**src/rtl/polar_decoder_pkg.sv**
```systemverilog
// Shared types and constants for the polar decoder output path.
package polar_decoder_pkg;

  // Packer states: gather bits, wait for controller permission, stream packet
  typedef enum logic [1:0] {
    COLLECT = 2'd0,
    HOLD    = 2'd1,
    SEND    = 2'd2
  } state_t;

  localparam int DEF_N          = 1024;
  localparam int DEF_K          = 512;
  localparam int DEF_DATA_WIDTH = 32;

  // Number of output words needed to carry k information bits
  function automatic int calc_words(input int k, input int dw);
    return (k + dw - 1) / dw;
  endfunction

  // Address width for an index range of 'depth' entries (at least one bit)
  function automatic int addr_width(input int depth);
    return (depth > 1) ? $clog2(depth) : 1;
  endfunction

endpackage

```
**src/rtl/polar_out_word_buffer.sv**
```systemverilog
// Frame buffer: W words of DATA_WIDTH bits, one synchronous write port and
// one combinational read port. Contents are not reset; words not rewritten
// by a frame keep their previous value.
module polar_out_word_buffer #(
  parameter int W          = 16,
  parameter int DATA_WIDTH = 32,
  parameter int ADDR_W     = 4
) (
  input  logic                  clk,
  input  logic                  i_wr_en,
  input  logic [ADDR_W-1:0]     i_wr_addr,
  input  logic [DATA_WIDTH-1:0] i_wr_data,
  input  logic [ADDR_W-1:0]     i_rd_addr,
  output logic [DATA_WIDTH-1:0] o_rd_data
);

  logic [DATA_WIDTH-1:0] r_mem [W];

  // Store a completed (or flushed) word at the write pointer
  always_ff @(posedge clk) begin
    if (i_wr_en) begin
      r_mem[i_wr_addr] <= i_wr_data;
    end
  end

  // Out-of-range addresses (only seen transiently past the last word) read as 0
  assign o_rd_data = ({1'b0, i_rd_addr} < (ADDR_W + 1)'(W)) ? r_mem[i_rd_addr] : '0;

endmodule

```
**src/rtl/polar_decoder_output_packer.sv**
```systemverilog
// Polar decoder output packer: drops frozen positions, packs information bits
// LSB-first into DATA_WIDTH-bit words, buffers one frame and streams it as a
// single AXI-Stream packet once the controller raises output_en.
// Optional build macro POLAR_OUT_FROZEN_CHECK_EN enables the frozen_err check
// (frozen position decoded as 1); without it frozen_err is tied low.
module polar_decoder_output_packer
  import polar_decoder_pkg::*;
#(
  parameter int N          = DEF_N,
  parameter int K          = DEF_K,
  parameter int DATA_WIDTH = DEF_DATA_WIDTH
) (
  input  logic                  clk,
  input  logic                  reset,
  input  logic                  bit_valid,
  input  logic                  bit_value,
  input  logic                  bit_frozen,
  input  logic                  output_en,
  output logic [DATA_WIDTH-1:0] maxi_tdata,
  output logic                  maxi_tvalid,
  input  logic                  maxi_tready,
  output logic                  maxi_tlast,
  output logic                  frame_ready,
  output logic                  count_err,
  output logic                  overrun_err,
  output logic                  frozen_err
);

  localparam int W         = calc_words(K, DATA_WIDTH);
  localparam int BIT_CNT_W = $clog2(N);
  localparam int INFO_W    = $clog2(N + 1);
  localparam int PTR_W     = addr_width(W);
  localparam int POS_W     = addr_width(DATA_WIDTH);

  state_t                r_state;
  logic [BIT_CNT_W-1:0]  r_bit_cnt;
  logic [INFO_W-1:0]     r_info_cnt;
  logic [POS_W-1:0]      r_bit_pos;
  logic [PTR_W-1:0]      r_wr_ptr;
  logic [PTR_W-1:0]      r_rd_ptr;
  logic [DATA_WIDTH-1:0] r_shift_word;
  logic [DATA_WIDTH-1:0] r_tdata;
  logic                  r_tvalid;
  logic                  r_tlast;
  logic                  r_frame_ready;
  logic                  r_count_err;
  logic                  r_overrun_err;

  logic                  w_collect_bit;
  logic                  w_last_bit;
  logic                  w_take;
  logic                  w_word_full;
  logic                  w_wr_en;
  logic [INFO_W-1:0]     w_info_cnt_next;
  logic [DATA_WIDTH-1:0] w_word_ins;
  logic                  w_handshake;
  logic                  w_last_word;
  logic                  w_packet_done;
  logic [PTR_W-1:0]      w_rd_addr;
  logic [DATA_WIDTH-1:0] w_rd_data;

  assign w_collect_bit   = (r_state == COLLECT) && bit_valid;
  assign w_last_bit      = w_collect_bit && (r_bit_cnt == BIT_CNT_W'(N - 1));
  // Information bits past K are counted for the error check but not stored
  assign w_take          = w_collect_bit && !bit_frozen && (r_info_cnt < INFO_W'(K));
  assign w_word_full     = w_take && (r_bit_pos == POS_W'(DATA_WIDTH - 1));
  // Final bit flushes any partially filled word (upper bits are still zero)
  assign w_wr_en         = w_word_full || (w_last_bit && (w_take || (r_bit_pos != '0)));
  assign w_info_cnt_next = r_info_cnt + INFO_W'(w_collect_bit && !bit_frozen);

  // Shift word with the incoming bit inserted at its position, so the bit
  // reaches the buffer in the same cycle it completes or ends the frame
  generate
    for (genvar gi = 0; gi < DATA_WIDTH; gi++) begin : g_ins
      assign w_word_ins[gi] = (w_take && (r_bit_pos == POS_W'(gi))) ? bit_value : r_shift_word[gi];
    end
  endgenerate

  assign w_handshake   = r_tvalid && maxi_tready;
  assign w_last_word   = (r_rd_ptr == PTR_W'(W - 1));
  assign w_packet_done = (r_state == SEND) && w_handshake && w_last_word;
  // Prefetch address: word 0 when starting, otherwise the word after the one on the bus
  assign w_rd_addr     = (r_state == HOLD) ? '0 : (r_rd_ptr + PTR_W'(1));

  polar_out_word_buffer #(
    .W          (W),
    .DATA_WIDTH (DATA_WIDTH),
    .ADDR_W     (PTR_W)
  ) u_buf (
    .clk       (clk),
    .i_wr_en   (w_wr_en),
    .i_wr_addr (r_wr_ptr),
    .i_wr_data (w_word_ins),
    .i_rd_addr (w_rd_addr),
    .o_rd_data (w_rd_data)
  );

  // Bit/info counters, word assembly and write pointer
  always_ff @(posedge clk or posedge reset) begin
    if (reset) begin
      r_bit_cnt    <= '0;
      r_info_cnt   <= '0;
      r_bit_pos    <= '0;
      r_wr_ptr     <= '0;
      r_shift_word <= '0;
    end else if (w_packet_done) begin
      r_bit_cnt    <= '0;
      r_info_cnt   <= '0;
      r_bit_pos    <= '0;
      r_wr_ptr     <= '0;
      r_shift_word <= '0;
    end else if (w_collect_bit) begin
      r_bit_cnt  <= r_bit_cnt + BIT_CNT_W'(1);
      r_info_cnt <= w_info_cnt_next;
      if (w_wr_en) begin
        r_shift_word <= '0;
        r_bit_pos    <= '0;
        r_wr_ptr     <= r_wr_ptr + PTR_W'(1);
      end else if (w_take) begin
        r_shift_word <= w_word_ins;
        r_bit_pos    <= r_bit_pos + POS_W'(1);
      end
    end
  end

  // Frame FSM with registered stream outputs and error pulses
  always_ff @(posedge clk or posedge reset) begin
    if (reset) begin
      r_state       <= COLLECT;
      r_rd_ptr      <= '0;
      r_tdata       <= '0;
      r_tvalid      <= 1'b0;
      r_tlast       <= 1'b0;
      r_frame_ready <= 1'b0;
      r_count_err   <= 1'b0;
      r_overrun_err <= 1'b0;
    end else begin
      r_count_err   <= 1'b0;
      r_overrun_err <= bit_valid && (r_state != COLLECT);
      case (r_state)
        COLLECT: begin
          if (w_last_bit) begin
            r_state       <= HOLD;
            r_frame_ready <= 1'b1;
            r_count_err   <= (w_info_cnt_next != INFO_W'(K));
          end
        end
        HOLD: begin
          if (output_en) begin
            r_state       <= SEND;
            r_frame_ready <= 1'b0;
            r_rd_ptr      <= '0;
            r_tvalid      <= 1'b1;
            r_tdata       <= w_rd_data;
            r_tlast       <= (W == 1);
          end
        end
        SEND: begin
          if (w_handshake) begin
            if (w_last_word) begin
              r_state  <= COLLECT;
              r_tvalid <= 1'b0;
              r_tlast  <= 1'b0;
            end else begin
              r_rd_ptr <= r_rd_ptr + PTR_W'(1);
              r_tdata  <= w_rd_data;
              r_tlast  <= (r_rd_ptr == PTR_W'(W - 2));
            end
          end
        end
        default: r_state <= COLLECT;
      endcase
    end
  end

`ifdef POLAR_OUT_FROZEN_CHECK_EN
  logic r_frozen_err;

  // Flag a frozen position that the decoder resolved to 1
  always_ff @(posedge clk or posedge reset) begin
    if (reset) begin
      r_frozen_err <= 1'b0;
    end else begin
      r_frozen_err <= w_collect_bit && bit_frozen && bit_value;
    end
  end

  assign frozen_err = r_frozen_err;
`else
  assign frozen_err = 1'b0;
`endif

  assign maxi_tdata  = r_tdata;
  assign maxi_tvalid = r_tvalid;
  assign maxi_tlast  = r_tlast;
  assign frame_ready = r_frame_ready;
  assign count_err   = r_count_err;
  assign overrun_err = r_overrun_err;

endmodule

```
**config.mk**
```make
export PLATFORM = sky130hd
export DESIGN_NAME = polar_decoder_output_packer
export DESIGN_NICKNAME = d
export VERILOG_FILES = /design/src/rtl/polar_decoder_pkg.sv /design/src/rtl/polar_out_word_buffer.sv /design/src/rtl/polar_decoder_output_packer.sv
export SDC_FILE = /design/constraint.sdc
export NUM_CORES = 1
export LEC_CHECK = 0
export ABC_AREA = 1
export CELL_PAD_IN_SITES_DETAIL_PLACEMENT = 1
export CELL_PAD_IN_SITES_GLOBAL_PLACEMENT = 1
export CORE_MARGIN = 8
export CORE_UTILIZATION = 29
export CTS_CLUSTER_DIAMETER = 30
export DETAILED_ROUTE_END_ITERATION = 12
export DONT_BUFFER_PORTS = 1
export GPL_TIMING_DRIVEN = 0
export PLACE_DENSITY_LB_ADDON = 0.1
export SLEW_MARGIN = 20
export SYNTH_ARGS = -nofsm -noshare
export SYNTH_HDL_FRONTEND = slang
export SYNTH_SLANG_ARGS = --single-unit
```
**constraint.sdc**
```tcl
create_clock -name clk -period 3.96 [get_ports clk]
set_input_delay 0.198 -clock clk [delete_from_list [all_inputs] [get_ports clk]]
set_output_delay 0.198 -clock clk [all_outputs]
set_load 0.01 [all_outputs]
```
Word-level counts from Yosys, hierarchy flattened --
Memories as Yosys holds them, arrays and structs flattened. Index checks and enable logic that the tools add are counted.
Storage, ports and cells: register bits after elaboration 105, RAM bits 512, input bits 7, output and inout port bits 38, word-level logic and storage cells 197, memories kept 1
Cells by class: $add $sub $neg 5, magnitude comparators 1, equal/unequal tests 42, muxes and demuxes 75, reductions and logical operators 60
Memory list:
- u_buf.r_mem | depth 16, width 32, read ports 1, clocked after memory_dff 0, write ports 1, line polar_out_word_buffer.sv:17 | logic [DATA_WIDTH-1:0] r_mem [W];
Operators with widths (number):
- $mux 32 | 7
- $eq 5x5->1 const B | 16
- $pmux 32 s2 | 1
- $mux 1 | 43
- $logic_and 1x1->1 | 41
- $eq 5x4->1 const B | 8
- $mux 4 | 7
- $mux 11 | 2
- $eq 5x3->1 const B | 4
- $mux 10 | 2
- $mux 5 | 4
- $reduce_and 4->1 | 3
- $add 11x1->11 | 1
- $lt 11x10->1 const B | 1
- $ne 11x10->1 const B | 1
- $add 10x1->10 const B | 1
- $eq 10x10->1 const B | 1
- $eq 5x2->1 const B | 2
- $ne 2x2->1 const B | 5
- $reduce_bool 2->1 | 5
- $add 4x1->4 const B | 2
- $eq 4x4->1 const B | 2
- $mux 2 | 4
- $pmux 4 s2 | 1
- other kinds (14) | 19

Longest topological paths before layout --
Gate-level depths: netlist of run 1.
depth in word-level cells 10, depth in mapped cells 15, mapped depth without buffers 13

Cells and area by module --
A second synthesis of run 1 with hierarchy kept.
Second synthesis, totals: cell total of the unflattened synthesis 2753, area total of the unflattened synthesis 27393.8 µm²
Modules (own cells, without submodules):
- polar_out_word_buffer | times used 1, cells an instance 2088, area an instance 22089.9 µm², sequential area each 15374.7 µm²
- polar_decoder_output_packer | times used 1, cells an instance 665, area an instance 5303.8 µm², sequential area each 2627.5 µm²

Worst setup path before layout of run 1 --
OpenSTA, ideal clock, no wires.
path type flip-flop to flip-flop, start point reg r_state[0], end point mem u_buf.r_mem[0][0], enable pin, setup time 421 ps, data arrival time 2771 ps, required time 3539 ps, slack 768 ps, cell stages (with the launch flop) 9, path buffers 1, clock period less this slack 3192 ps, cells stage by stage dfrtp_1 nor2_4 nand2_2 nor3_4 nand2_2 buf_6 nand2_4 nand2_2 nor2_1
On the way: longest elaborated chain between the ends 9, elaborated cells on any way between the ends 11, those cells by class 2 x mux; 9 x reduce/logical
Ends and longest elaborated chain:
- start: declaration | line polar_decoder_output_packer.sv:35 | state_t r_state;
- start signal: assignment | line polar_decoder_output_packer.sv:129 | r_state <= COLLECT;
- start signal: assignment | line polar_decoder_output_packer.sv:143 | r_state <= HOLD;
- start signal: assignment | line polar_decoder_output_packer.sv:150 | r_state <= SEND;
- $logic_not 2->1 (*) | line polar_decoder_output_packer.sv:62 | assign w_collect_bit = (r_state == COLLECT) && bit_valid;
- $logic_and 1x1->1 (*) | line polar_decoder_output_packer.sv:62
- $logic_and 1x1->1 (2 in a row) | line polar_decoder_output_packer.sv:65 | assign w_take = w_collect_bit && !bit_frozen && (r_info_cnt < INFO_W'(K));
- $logic_or 1x1->1 | line polar_decoder_output_packer.sv:68 | assign w_wr_en = w_word_full || (w_last_bit && (w_take || (r_bit_pos != '0)));
- $logic_and 1x1->1 | line polar_decoder_output_packer.sv:68
- $logic_or 1x1->1 (*) | line polar_decoder_output_packer.sv:68
- $mux 1 (*) | line polar_out_word_buffer.sv:21 | if (i_wr_en) begin
- $mux 1 (not written as such) (*) | line polar_out_word_buffer.sv:22 | r_mem[i_wr_addr] <= i_wr_data;
- end: declaration | line polar_out_word_buffer.sv:17
Mark *: on every way between the ends. The rest lies on a longest branch, timed or not.

Final worst setup path of run 1 --
start point reg r_rd_ptr[0], end point reg r_tdata[8], in the netlist maxi_tdata[8]
On the way: longest elaborated chain between the ends 6, elaborated cells on any way between the ends 10, those cells by class 1 x add/sub; 2 x eq/ne; 5 x mux; 1 x reduce/logical; 1 x memory
Ends and longest elaborated chain:
- start: declaration | line polar_decoder_output_packer.sv:40 | logic [PTR_W-1:0] r_rd_ptr;
- start signal: assignment | line polar_decoder_output_packer.sv:165 | r_rd_ptr <= r_rd_ptr + PTR_W'(1);
- $add 4x1->4 | line polar_decoder_output_packer.sv:83 | assign w_rd_addr = (r_state == HOLD) ? '0 : (r_rd_ptr + PTR_W'(1));
- $mux 4 | line polar_decoder_output_packer.sv:83
- $mem_v2 16x32
- $mux 32 | line polar_decoder_output_packer.sv:160 | if (w_last_word) begin
- $mux 32 | line polar_decoder_output_packer.sv:159 | if (w_handshake) begin
- $pmux 32 s2 | line polar_decoder_output_packer.sv:140 | case (r_state)
- end signal: assignment | line polar_decoder_output_packer.sv:154 | r_tdata <= w_rd_data;
- end signal: assignment | line polar_decoder_output_packer.sv:166 | r_tdata <= w_rd_data;
- end: declaration | line polar_decoder_output_packer.sv:42 | logic [DATA_WIDTH-1:0] r_tdata;
Several ways; a longest one is shown, not always the timed one. The select of a mux whose other input is x is not followed. A chain may end at the register's enable or synchronous reset.

==> results_dict.tcl, run 1 <==
set metrics [dict create \
    grt-ovfl-total 0 \
    syn_nets 2640 \
    p_per_area_nw_per_um2 616 \
    worstSkewPairLatency_ps 750 \
    post_cts_buffers 0 \
    ys_warn_count 0 \
    ys_async_sr_fraction_pct 17.0 \
    seq_area_frac_synth_pct 65.2 \
    relSlewSlack_pct 26.4 \
    route.met2.wl_mm 47.5 \
    core_um2 94700 \
    clockBufferDepth 3 \
    multi_input_area_um2 7640 \
    setup_viol 0 \
    cts_tree "yes" \
    synth_area_per_cell_um2 10.6 \
    n_fill_cell 10400 \
    ant_nets 0 \
    vias_per_cell 4.67 \
    wl_per_cell_um 22.6 \
    postRouteWirelength_mm 96.0 \
    worst_setup_path_end_kind "flop" \
    dieArea_um2 105000 \
    cts_buffers 172 \
    clock-root-buffer "clkbuf_16" \
    fin_crit_sh_pct 90.0 \
    p_leak_nw 14.7 \
    port_buffers 0 \
    drv_cap 0 \
    antenna_found_initial 2 \
    dr.pass1.iters 5 \
    ys_types 39 \
    die_w_um 325 \
    clock-sinks 617 \
    grt_pass1_wl_mm 142 \
    drive_above_1_share_pct 16.4 \
    worst_slew_pin_slew_ps 1100 \
    rsz0062_at_grt "no" \
    initial_core_util_pct 29.2 \
    dpl.hpwl_mm 67.4 \
    area_growth_pct 30.6 \
    yosysTopAreaCell "edfxtp_1" \
    start_kind "flop" \
    synth_cells 2618 \
    yosys-top-cells-count "nand2_1 (524), edfxtp_1 (512), nand3_1 (488)" \
    synthFlopType "edfxtp_1" \
    fmax_ghz 0.281 \
    cts-htree-levels 4 \
    grt_pass1_vias 21600 \
    fin_util_pct 38.1 \
    ys_ff_latch 617 \
    dp.cells 3910 \
    ir_drop_uv 417 \
    hold_violations 0 \
    drc 0 \
    layout.cells.non_filler 4238 \
    placement_rows 113 \
    synth.area.top_cells "edfxtp_1 (56%), dfrtp_1 (9.5%), nand3_1 (8.8%)" \
    yosysTopAreaCellShare_pct 55.7 \
    crit_fanout 19 \
    worstSetupPathType "flop to flop" \
    seq_area_um2 18000 \
    drtIter0Drc 1113 \
    final_nets 2847 \
    yosysMostFrequentCell "nand2_1" \
    min_period_ps 3560 \
    slew_viol_final 0 \
    required_ps 4630 \
    grt_use_total_pct 18.0 \
    gp_congestion 0.782 \
    io_pins 45 \
    wl_met1_mm 42.8 \
    skew_ps 23.7 \
    dr_wl_met3_mm 3.39 \
    worstPathArrival_ps 4230 \
    die_h_um 325 \
    syn_area_um2 27600 \
    outcome "finished clean" \
    hp-class "input port to asynchronous set/reset pin" \
    grt_max_degree 75 \
    vias 19800 \
    top_layer "met4" \
    total_power_mw 22.2 \
    synth_edf_count 512 \
    cts.reportedPaths.clkPinSlew_ps 40 \
]
==> registers in the layout (all words and copies together) (netlist names), 4 cells and up <==
signal,count
maxi_tdata,32
r_bit_cnt,10
r_bit_pos,5
r_info_cnt,11
r_rd_ptr,4
r_shift_word,32
r_wr_ptr,4
u_buf.r_mem,512
==> metal layers <==
metal  GRT usage (%)  up-vias
li1                -     9305
met1            22.4     9963
met2            31.4      369
met3            3.61      161
met4            5.71        0
met5               0        -
==> area by class of cell <==
| cell class | count | area share (%) |
|---|---|---|
| Timing Repair Buffer | 34 | 1.88 |
| Multi-Input combinational cell | 1474 | 21.2 |
| Buffer | 148 | 2.03 |
| Inverter | 378 | 3.96 |
| Antenna cell | 1 | 0.00694 |
| Clock inverter | 103 | 3.72 |
| Clock buffer | 218 | 12.9 |
| Sequential cell | 617 | 49.9 |
| Tap cell | 1265 | 4.39 |
==> critical path, stage by stage, from the launching register on <==
cell	delay, ps
dfrtp_1	420
inv_2	330
buf_2	590
ha_1	370
inv_1	80
nand2_1	100
inv_1	80
buf_2	340
buf_2	350
nand3_1	140
nand3_1	200
nand3_1	180
nand2_1	160
nand2_1	70
nand2_1	50
==> metrics by stage <==
step | hold slack, ps | TNS [ps] | worst slack, ps | cell area, um2
detailed placement | 56.8 | 0 | 21.6 | 30000
floorplan | 304 | 0 | 768 | 27600
global placement | 309 | -762960 | -1840 | 29200
finish | 24.5 | 0 | 398 | 36100
global route | 41.8 | 0 | 165 | 36100
CTS | 8.20 | 0 | 298 | 36000
==> worst paths after layout <==
| check | start | end | slack (ps) | cells after the start |
|---|---|---|---|---|
| max in group asynchronous | reset | r_shift_word[1]$_DFFE_PP0P_ | 3480 | 3 |
| max reg2reg | r_rd_ptr[0]$_DFFE_PP0P_ | maxi_tdata[8]$_DFFE_PP0P_ | 400 | 14 |
| min | reset | maxi_tdata[30]$_DFFE_PP0P_ | 20 | 3 |
| max | r_rd_ptr[0]$_DFFE_PP0P_ | maxi_tdata[8]$_DFFE_PP0P_ | 400 | 14 |
| min in group clk | output_en | r_state[0]$_DFFE_PP0P_ | 170 | 2 |
| min reg2reg | r_info_cnt[0]$_DFFE_PP0P_ | r_info_cnt[0]$_DFFE_PP0P_ | 490 | 2 |
==> kinds of logic after synthesis <==
group / count (synthesis) / share of synthesized area, %
AO/OA/AOI/OAI: 75 / 1.68
XOR/XNOR: 10 / 0.317
adder cells (fa/ha/maj): 15 / 0.679
buffers and inverters: 527 / 7.80
flip-flops: 617 / 65.2
other: 1 / 0.0136
AND/OR/NAND/NOR: 1373 / 24.3
==> repair_timing <==
item,CTS,global route
hold endpoints to repair,136,0
setup endpoints to repair,4,0
gates resized for setup,0,0
hold buffers,7,0
==> layout by cell type, fill, tap and decap left out, types with 6 or more instances in the layout <==
cell type      Yosys  layout
a21oi_1            7       7
buf_1              8       7
buf_12             0      12
buf_16             0      12
buf_2             97      97
buf_6              6       9
bufinv_16          0      24
clkbuf_1          35      66
clkbuf_16          0     175
clkbuf_8           0      12
clkinv_1           0      19
clkinv_16          0       6
clkinv_2           0      38
clkinvlp_4         0       8
dfrtp_1          105     105
dlygate4sd3_1      0       6
edfxtp_1         512     512
ha_1              15      15
inv_1            355     354
inv_2             23      23
nand2_1          524     524
nand2_2            8       8
nand3_1          488     488
nand3b_1         224     224
nand4_1            8       8
nor2_1           104      88
nor2_4             1      17
nor3_1             6       6
o21ai_0           25      25
o21ai_1           18      12
o21ai_2           18      21
xor2_1             7       7
==> report_power, final <==
group	switching [mW]	internal, mW	total (mW)
Sequential	0.0495	7.01	7.06
Clock	4.23	9.84	14.1
Combinational	0.793	0.283	1.08
Total	5.07	17.1	22.2
(Power assumes the default switching activity.)
==> run 2, diff against run 1 <==
Settings changed: CORE_MARGIN 8 to 2, CTS_CLUSTER_DIAMETER 30 to 60.
==> results_dict.tcl, run 2 (synthesized netlist as in run 1, its figures left out) <==
set metrics [dict create \
    fmax_ghz 0.278 \
    port_buffers 0 \
    total_power_mw 15.7 \
    grt_pass1_vias 20500 \
    timing.rr.start "r_rd_ptr[0]$_DFFE_PP0P_" \
    mostFrequentLayoutCell "nand2_1" \
    p_leak_nw 13.1 \
    fin_crit_sh_pct 90.7 \
    grt_use_total_pct 19.2 \
    dpl.hpwl_mm 66.7 \
    min_period_ps 3590 \
    hold_violations 0 \
    worst_slew_pin_slew_ps 1200 \
    dr.pass1.iters 5 \
    vias 19200 \
    p_per_area_nw_per_um2 480 \
    setup_viol 0 \
    area_growth_pct 18.5 \
    die_h_um 313 \
    antenna_found_initial 6 \
    vias_per_cell 4.72 \
    worst_setup_path_end_kind "flop" \
    io_pins 45 \
    clock-sinks 617 \
    relSlewSlack_pct 20.2 \
    worstSkewPairLatency_ps 640 \
    final_nets 2753 \
    slew_viol_final 0 \
    ant_nets 0 \
    drv_cap 0 \
    final_cell_mix "nand2_1 (524), edfxtp_1 (512), nand3_1 (488), inv_1 (354), nand3b_1 (224)" \
    dieArea_um2 97700 \
    startpoint "r_rd_ptr[0]$_DFFE_PP0P_" \
    initial_core_util_pct 29.2 \
    cts-htree-levels 3 \
    hp-class "input port to asynchronous set/reset pin" \
    drive_above_1_share_pct 12.3 \
    cts.reportedPaths.clkPinSlew_ps 60 \
    largest_register_ffs 512 \
    core_um2 94700 \
    clock-root-buffer "clkbuf_16" \
    worstSetupPathType "flop to flop" \
    rsz0062_at_grt "no" \
    dp.cells 3907 \
    placement_rows 113 \
    outcome "finished clean" \
    die_w_um 313 \
    fin_util_pct 34.5 \
    drc 0 \
    ir_drop_uv 285 \
    layout.cells.non_filler 4063 \
    diodes 0 \
    required_ps 4520 \
    start_kind "flop" \
    gp_congestion 0.787 \
    cts_buffers 82 \
    post_cts_buffers 0 \
    ctsResizeCount 0 \
    grt_max_degree 86 \
    grt_pass1_wl_mm 138 \
    worstPathArrival_ps 4160 \
    cts_tree "yes" \
    crit_fanout 19 \
    final.setup.worst_slack_ps 368 \
    skew_ps 17.2 \
    largest-register "u_buf.r_mem" \
    postRouteWirelength_mm 93.5 \
    crit_path_end "maxi_tdata[5]$_DFFE_PP0P_" \
    reg2reg_depth 14 \
    wl_per_cell_um 23.0 \
    reg2reg_slack_ps 370 \
    drtIter0Drc 1169 \
    grt-ovfl-total 0 \
    clockBufferDepth 3 \
    regToRegEndpoint "maxi_tdata[5]$_DFFE_PP0P_" \
    place_ws_ps 27.7 \
]
==> run 2: cell count changes in the layout (fill, tap and decap cells not counted), sizes merged <==
| cell | delta |
|---|---|
| buf | -5 |
| bufinv | -15 |
| clkbuf | -108 |
| clkinv | -48 |
| clkinvlp | -4 |
| diode | -1 |
| inv | +6 |
==> run 2: worst min-delay path by stage <==
stage	from	end	slack, ps	cells past startpoint
final	reset	maxi_tdata[26]$_DFFE_PP0P_	40	2
after global routing	reset	maxi_tdata[24]$_DFFE_PP0P_	40	2
after CTS	reset	maxi_tdata[24]$_DFFE_PP0P_	9	2
after detailed placement	reset	maxi_tdata[26]$_DFFE_PP0P_	30	1
after global placement	bit_valid	overrun_err$_DFF_PP0_	310	2
after floorplan	bit_valid	overrun_err$_DFF_PP0_	300	2
==> run 2: routing by layer <==
metal	GRT usage, %	part of all wire [%]	vias to the layer above
met3	2.26	3.1	123
li1	-	-	9046
met1	25.0	45	9721
met5	0	0	-
met2	33.9	50	290
met4	5.18	2.2	0
==> run 2: metrics by stage <==
step	area, um2	hold slack [ps]	setup TNS, ps
6_report	32700	36.8	0
5_1_grt	32700	44.1	0
4_1_cts	32700	9.47	0
3_5_place_dp	29900	26.1	0
3_3_place_gp	29200	312	-778170
2_1_floorplan	27600	304	0
==> run 2: worst max-delay path: stages (launching register included) <==
cell,delay [ps]
dfrtp_1,430
inv_2,320
buf_2,610
ha_1,360
inv_1,80
nand2_1,110
inv_1,90
buf_2,370
buf_2,370
nand3_1,150
nand3_1,250
nand3_1,120
nand2_1,100
nand2_1,60
nand2_1,50
==> run 2: where the power goes <==
group          total (mW)  switching, mW  internal [mW]
logic                1.06          0.781          0.280
clock network        7.62           2.96           4.65
registers            7.03         0.0468           6.99
total                15.7           3.79           11.9
==> run 2: cell type report <==
| class | instances | area (um2) |
|---|---|---|
| clock buffer | 109 | 2270 |
| sequential | 617 | 18000 |
| timing repair buffer | 30 | 547 |
| fill | 10600 | 62000 |
| buffer | 148 | 734 |
| tap | 1265 | 1580 |
| clock inverter | 42 | 508 |
| inverter | 378 | 1430 |
| multi-input combinational | 1474 | 7650 |
==> run 2: repair_timing <==
action / in CTS / in global routing
setup endpoints to repair: 0 / 32
hold endpoints to repair: 118 / 0
hold buffers: 6 / 0
==> run 3, diff against run 2 <==
==> constraint.sdc (replaced) <==
create_clock -name clk -period 3.96 [get_ports clk]
set_input_delay 0 -clock clk [delete_from_list [all_inputs] [get_ports clk]]
set_output_delay 0 -clock clk [all_outputs]
set_load 0.01 [all_outputs]
==> results_dict.tcl, run 3 (synthesized netlist as in run 1, its figures left out) <==
set metrics [dict create \
    cts_buffers 82 \
    regToRegEndpoint "maxi_tdata[12]$_DFFE_PP0P_" \
    dieArea_um2 97700 \
    place_area_um2 29900 \
    drv_cap 0 \
    fmax_ghz 0.280 \
    layout.cells.non_filler 4066 \
    dp.cells 3907 \
    die_h_um 313 \
    outcome "finished clean" \
    clockBufferDepth 3 \
    die_w_um 313 \
    postRouteWirelength_mm 93.5 \
    port_buffers 0 \
    ant_nets 0 \
    core_um2 94700 \
    clock-root-buffer "clkbuf_16" \
    fin_util_pct 34.6 \
    start_kind "flop" \
    worstPathArrival_ps 4140 \
    worst_slew_pin_slew_ps 1190 \
    required_ps 4530 \
    dr.pass1.iters 5 \
    whs_path_depth 5 \
    fin_crit_sh_pct 90.0 \
    slew_viol_final 0 \
    crit_fanout 19 \
    grt_pass1_wl_mm 138 \
    drive_above_1_share_pct 12.3 \
    hold_start "bit_value" \
    post_cts_buffers 0 \
    clock-sinks 617 \
    grt_use_total_pct 19.2 \
    dpl.hpwl_mm 66.7 \
    relSlewSlack_pct 20.8 \
    io_pins 45 \
    busiest_layer "met2" \
    mostFrequentLayoutCell "nand2_1" \
    p_leak_nw 13.1 \
    diodes 0 \
    hold_end "r_shift_word[20]$_DFFE_PP0P_" \
    cts.reportedPaths.clkPinSlew_ps 60 \
    ir_drop_uv 284 \
    gp_congestion 0.787 \
    final_cell_mix "nand2_1 (524), edfxtp_1 (512), nand3_1 (488), inv_1 (354), nand3b_1 (224)" \
    p_per_area_nw_per_um2 480 \
    timing.rr.start "r_rd_ptr[0]$_DFFE_PP0P_" \
    grt_max_degree 86 \
    grt-ovfl-total 0 \
    drtIter0Drc 1214 \
    largest_register_ffs 512 \
    worst_setup_path_end_kind "flop" \
    antenna_found_initial 6 \
    wl_per_cell_um 23.0 \
    cts-htree-levels 3 \
    hp-class "input port to flop" \
    initial_core_util_pct 29.2 \
    total_power_mw 15.7 \
    area_growth_pct 18.6 \
    rsz0062_at_grt "no" \
    skew_ps 19.1 \
    met3_usage_pct 2.26 \
    grt_util_met2_pct 33.9 \
    reg2reg_slack_ps 390 \
    vias_per_cell 4.72 \
    drc 0 \
    placement_rows 113 \
    hold_violations 0 \
    grt.met1_usage_pct 25.0 \
    setup_viol 0 \
    largest-register "u_buf.r_mem" \
    ctsResizeCount 0 \
    worstSkewPairLatency_ps 640 \
    startpoint "r_rd_ptr[0]$_DFFE_PP0P_" \
    vias 19200 \
    cts_tree "yes" \
    min_period_ps 3570 \
    final_area_um2 32800 \
    grt_pass1_vias 20500 \
    final_nets 2756 \
    reg2reg_depth 14 \
    worstSetupPathType "flop to flop" \
]
-- run 3: worst max-delay path by stage --
stage                                   to  slack [ps]  cells after the start
3_3_place_gp   u_buf.r_mem[6][8]$_DFFE_PP_       -1990                      9
6_report        maxi_tdata[12]$_DFFE_PP0P_         390                     14
5_1_grt         maxi_tdata[19]$_DFFE_PP0P_         160                     14
3_5_place_dp    maxi_tdata[19]$_DFFE_PP0P_          30                     15
4_1_cts         maxi_tdata[19]$_DFFE_PP0P_          10                     15
2_1_floorplan  u_buf.r_mem[0][0]$_DFFE_PP_         770                      8
-- run 3: timing repair --
item / in CTS / in global routing
hold buffers: 9 / 0
endpoints found under the setup margin: 0 / 32
endpoints found under the hold margin: 176 / 0
-- run 3: where the power goes --
| group | switching, mW | total [mW] | internal [mW] |
|---|---|---|---|
| sequential | 0.0466 | 7.03 | 6.99 |
| clock | 2.96 | 7.62 | 4.65 |
| combinational | 0.781 | 1.06 | 0.283 |
| total | 3.79 | 15.7 | 11.9 |
-- run 3: cell type report --
cell class / instances / area [um2]
fillers: 10600 / 62000
plain buffers: 148 / 734
flip-flops and latches: 617 / 18000
repair buffers: 33 / 587
clock inverters: 42 / 508
well taps: 1265 / 1580
inverters: 378 / 1430
clock buffers: 109 / 2270
multi-input cells: 1474 / 7650
-- run 3: critical path, stage by stage (launching register included) --
cell	delay, ps
dfrtp_1	430
inv_2	330
buf_2	610
ha_1	360
inv_1	80
nand2_1	110
inv_1	90
buf_2	370
buf_2	320
nand3_1	130
nand3_1	200
nand3_1	190
nand2_1	150
nand2_1	60
nand2_1	50
-- run 3: metrics by stage --
step	worst slack (ps)	TNS [ps]	hold WS, ps
6_report	395	0	77.7
5_1_grt	162	0	102
4_1_cts	11.7	0	50.6
3_5_place_dp	27.7	0	-172
3_3_place_gp	-1990	-757380	114
2_1_floorplan	768	0	106
-- run 3: metal layers --
metal,vias up,part of all wire [%]
li1,9041,-
met1,9748,45
met2,292,50
met3,121,3.0
met4,0,2.2
met5,-,0
